`src/rtl/priority_encoder_bank.sv`:
```
// priority_encoder_bank: registered 16->4, 8->3 and 4->2 highest-bit priority encoders with valid flags.
module priority_encoder_bank (
    input  logic        CLK,
    input  logic        RESET,
    input  logic        EN,
    input  logic [15:0] IN,
    output logic [3:0]  OUT4,
    output logic [2:0]  OUT3,
    output logic [1:0]  OUT2,
    output logic        VALID16,
    output logic        VALID8,
    output logic        VALID4
);
    function automatic logic [1:0] enc4(input logic [3:0] v);
        return v[3] ? 2'd3 : v[2] ? 2'd2 : v[1] ? 2'd1 : 2'd0;
    endfunction

    // Wider encoders pick the upper half when it has any request, else fall through to the lower half.
    function automatic logic [2:0] enc8(input logic [7:0] v);
        return |v[7:4] ? {1'b1, enc4(v[7:4])} : {1'b0, enc4(v[3:0])};
    endfunction

    function automatic logic [3:0] enc16(input logic [15:0] v);
        return |v[15:8] ? {1'b1, enc8(v[15:8])} : {1'b0, enc8(v[7:0])};
    endfunction

    logic [3:0] out4_d, out4_q;
    logic [2:0] out3_d, out3_q;
    logic [1:0] out2_d, out2_q;
    logic       valid16_d, valid16_q;
    logic       valid8_d, valid8_q;
    logic       valid4_d, valid4_q;

    always_comb begin
        out4_d    = EN ? enc16(IN)   : out4_q;
        out3_d    = EN ? enc8(IN[7:0]) : out3_q;
        out2_d    = EN ? enc4(IN[3:0]) : out2_q;
        valid16_d = EN ? |IN         : valid16_q;
        valid8_d  = EN ? |IN[7:0]    : valid8_q;
        valid4_d  = EN ? |IN[3:0]    : valid4_q;
    end

    always_ff @(posedge CLK) begin
        if (RESET) begin
            out4_q    <= 4'd0;
            out3_q    <= 3'd0;
            out2_q    <= 2'd0;
            valid16_q <= 1'b0;
            valid8_q  <= 1'b0;
            valid4_q  <= 1'b0;
        end else begin
            out4_q    <= out4_d;
            out3_q    <= out3_d;
            out2_q    <= out2_d;
            valid16_q <= valid16_d;
            valid8_q  <= valid8_d;
            valid4_q  <= valid4_d;
        end
    end

    assign OUT4    = out4_q;
    assign OUT3    = out3_q;
    assign OUT2    = out2_q;
    assign VALID16 = valid16_q;
    assign VALID8  = valid8_q;
    assign VALID4  = valid4_q;
endmodule

```
`config.mk`:
```
export PLATFORM = sky130hd
export DESIGN_NAME = priority_encoder_bank
export DESIGN_NICKNAME = d
export VERILOG_FILES = /design/src/rtl/priority_encoder_bank.sv
export SDC_FILE = /design/constraint.sdc
export NUM_CORES = 1
export LEC_CHECK = 0
export BUFFER_PORTS_ARGS = -buffer_cell sky130_fd_sc_hd__buf_4
export CAP_MARGIN = 15
export CELL_PAD_IN_SITES_DETAIL_PLACEMENT = 0
export CELL_PAD_IN_SITES_GLOBAL_PLACEMENT = 1
export CORE_UTILIZATION = 30
export CTS_CLUSTER_DIAMETER = 100
export DETAILED_ROUTE_END_ITERATION = 10
export PLACE_DENSITY = 0.9
export SKIP_CTS_REPAIR_TIMING = 1
export SKIP_LAST_GASP = 1
export SYNTH_ARGS = -nofsm -noshare
export SYNTH_HDL_FRONTEND = slang
export SYNTH_SLANG_ARGS = --single-unit
```
`constraint.sdc`:
```
create_clock -name CLK -period 4 [get_ports CLK]
set_input_delay 0.8 -clock CLK [delete_from_list [all_inputs] [get_ports CLK]]
set_output_delay 0.8 -clock CLK [all_outputs]
set_load 0.02 [all_outputs]
```
Word level (Yosys, flattened, before mapping)
Cells that the tools add are included.

word-level totals
  output and inout bits = 12
  word-level logic and storage cells = 27
  bits of input ports = 19
  register bits = 12

operators by class
  reduce and logical (&&, ||, !) cells = 6
  muxes and demuxes = 15

operator list
  kind                 number
  2-to-1 mux 2 bit     8
  OR reduction 16 bit  1
  OR reduction 8 bit   2
  OR reduction 4 bit   3
  2-to-1 mux 3 bit     2
  2-to-1 mux 1 bit     4
  2-to-1 mux 4 bit     1

Depth between registers and ports, before layout
  depth in word-level cells = 5
  depth in mapped cells = 5
  mapped depth without buffers = 4

Worst setup path after synthesis
No wires, ideal clock.

  path type = input to register
  from = input IN[12]
  to = register out4_q[0] (netlist: OUT4[0])
  stages = 4
  path slack = 2147 ps
  data required time = 3926 ps
  data arrival time = 1779 ps
  path buffers = 0
  path through = or4_4 a311oi_1 o21ai_1 a31oi_1

between the ends
  word-level cells in the longest chain between the ends = 3

ends and longest elaborated chain
  item                  RTL line  RTL
  from (decl)           6         input logic [15:0] IN,
  OR reduction 4 bit    20        return |v[7:4] ? {1'b1, enc4(v[7:4])} : {1'b0, enc4(v[3:0])};
  2-to-1 mux 3 bit      20
  2-to-1 mux 4 bit (*)  24        return |v[15:8] ? {1'b1, enc8(v[15:8])} : {1'b0, enc8(v[7:0])};
  to (signal assigned)  52        out4_q <= out4_d;
  to (decl)             27        logic [3:0] out4_d, out4_q;

Mark *: on every way between the ends. The rest lies on a longest branch, timed or not.
A chain may end at the register's enable or synchronous reset.

Final worst setup path
  from = input IN[12]
  to = register out4_q[1] (netlist: OUT4[1])

Same word-level chain as after synthesis.

==> impl_metrics.ini <==
[place]
place_inst = 116
gp_congestion = 0.767
portBuffers = 30

[worst_hold_path]
worstHoldStart = OUT3[2]
hp-class = flip-flop to flip-flop

[sta]
max_freq_mhz = 557
clock_skew_ns = 0
hold_viol = 0
rsz0062_at_grt = no
final_max_slew_viol_count = 0
finalSetupViolations = 0
tns_ns = 0
max_slew_margin = 0.544
tightestPinTransition_ns = 0.676
period_minus_slack_ns = 1.80
fin_crit_sh = 0.449

[floorplanning]
die_w_um = 44.6
die_h_um = 44.6
pin_count = 31
row_count = 15
core_area_um2 = 1710
start_util = 0.319
die_area_um2 = 1990

[drt]
via_per_inst = 4.70
num_vias = 564
drc = 1
drt_first_pass_iters = 7
ant_nets = 0
drt_iter0_markers = 9
wirelength_mm = 1.35
routedWlPerCell_um = 11.3

[worst_setup_path]
slowest_delay_ns = 0.53
crit_type = input pin to flip-flop
r2r-start = OUT4[0]
path_cells = buf_4, or4_4, nor2_1, a21oi_1, nor3_1
critPathArrivalTime_ns = 1.99
path_buf_inv = 1
worstSetupStartpointType = input pin
end_kind = flip-flop
critPathRequiredTime_ns = 4.20
crit_path_start = IN[12]
cp_slowest_cell = or4_4
path_max_fanout = 4
critical_path.top_delay_family = simple AND/OR/NAND/NOR gates

[job]
max_cap_violations = 0

[run_status]
failed_checks = DRC
outcome = finished, violations left

[synthesis]
syn-instance-count = 64
avgSynthCellArea_um2 = 8.50
yosysUniqueCellTypes = 24
synth_nets = 83
synth_seq_cells = 12
synth_area_um2 = 544
synth_seq_area_share = 0.441
yosysWarnings = 0

[clock_network]
clock_latency_ns = 0.26
h-tree-depth = 1
cts.clk_slew.worst_paths_ns = 0.07
numCtsBuffers = 3
cts_sinks = 12
clockRootBuffer = clkbuf_4
clock_path_buffers = 2
tritoncts = yes

[power]
p_leak_nw = 0.371
vdd_drop_max_v = 0.000143
power_density_nw_per_um2 = 355

[finish]
syn_to_final_growth_pct = 51.5
nets = 115
drive_gt1_frac = 0.379
stdcell_count = 120
num_antenna_cells = 0

[grt]
grt_overflow = 0
track_usage = 0.143
grt_start_max_net_pins = 20
grt_pass1_vias = 550
grt_pass1_wl_mm = 2.13
antenna_found_initial = 0
-- kinds of logic after synthesis --
group / after synthesis / synth area share
simple gates: 26 / 0.241
mux: 2 / 0.0368
flops: 12 / 0.441
compound gates: 19 / 0.244
buf+inv: 5 / 0.0368
-- cells in the mapped netlist --
master,number,area (µm²)
nor2_1,14,52.6
o21ai_1,1,5.00
mux2i_1,2,20.0
or4_1,1,7.51
a21oi_1,5,25.0
nor2b_1,3,18.8
o41ai_1,1,8.76
o311ai_0,1,8.76
clkbuf_1,1,3.75
a211oi_1,3,22.5
buf_2,1,5.00
dfxtp_1,12,240
nand2b_1,3,18.8
nor3_1,2,10.0
or4_4,1,11.3
o21bai_1,2,15.0
o31ai_1,1,7.51
and3_1,1,6.26
buf_1,1,3.75
inv_1,2,7.51
a31oi_1,1,6.26
a311oi_1,3,26.3
or2_2,1,6.26
o211ai_1,1,7.51
-- path summary, 6_finish.rpt --
check	cells past startpoint	slack [ns]	to
worst max-delay path	5	2.20	OUT4[1]
worst min-delay path	2	0.48	OUT3[2]
worst max register to register	4	3.02	OUT4[0]
worst min register to register	2	0.48	OUT3[2]
-- sequential cells by signal, indices dropped and copies added (netlist names) --
signal,cells
VALID4,1
VALID8,1
VALID16,1
OUT4,4
OUT2,2
OUT3,3
-- routing by layer --
metal	vias up	track usage	share of wire
li1	294	-	-
met1	249	0.175	0.44
met2	21	0.250	0.50
met3	0	0.0122	0.057
met4	0	0.0727	0
met5	-	0	0
-- cells in the final DEF, fill, tap and decap left out, drive strengths merged --
cell / Yosys / layout
and3: 1 / 1
a211oi: 3 / 3
clkbuf: 1 / 4
a31oi: 1 / 1
nor2: 14 / 14
o211ai: 1 / 1
o311ai: 1 / 1
nand2b: 3 / 3
mux2i: 2 / 2
or4: 2 / 2
o41ai: 1 / 1
inv: 2 / 2
buf: 2 / 30
nor2b: 3 / 3
o21ai: 1 / 1
a21oi: 5 / 5
o21bai: 2 / 2
a311oi: 3 / 3
dfxtp: 12 / 12
nor3: 2 / 2
o31ai: 1 / 1
or2: 1 / 1
-- worst register-to-register path: stages (launching register included) --
cell and delay, ns:
dfxtp_1 0.36, nor2_1 0.05, a311oi_1 0.25, o21ai_1 0.11, a31oi_1 0.14
-- cell type report --
class / count / area (µm²)
multi-input combinational: 47 / 284
inverter: 2 / 7.51
clock buffer: 4 / 36.3
timing repair buffer: 30 / 225
sequential: 12 / 240
tap: 25 / 31.3
fill: 188 / 883
-- power breakdown --
part / total (mW) / leakage [nW] / internal (mW) / switching [mW]
combinational: 0.0654 / 0.250 / 0.0324 / 0.0330
sequential: 0.134 / 0.100 / 0.129 / 0.00504
clock: 0.0940 / 0.0210 / 0.0552 / 0.0388
total: 0.293 / 0.371 / 0.216 / 0.0769
-- stage by stage --
step	total power [mW]	cell area [µm²]	hold WS [ns]	setup slack, ns	util
global route	0.307	825	0.508	2.13	0.483
detailed placement	0.202	788	0.466	1.93	0.462
CTS	0.297	825	0.480	2.22	0.483
finish	0.293	825	0.478	2.20	0.483
global placement	0.201	788	0.460	1.94	0.462
floorplan	0.168	544	0.547	2.15	-
(Power assumes the default switching activity.)
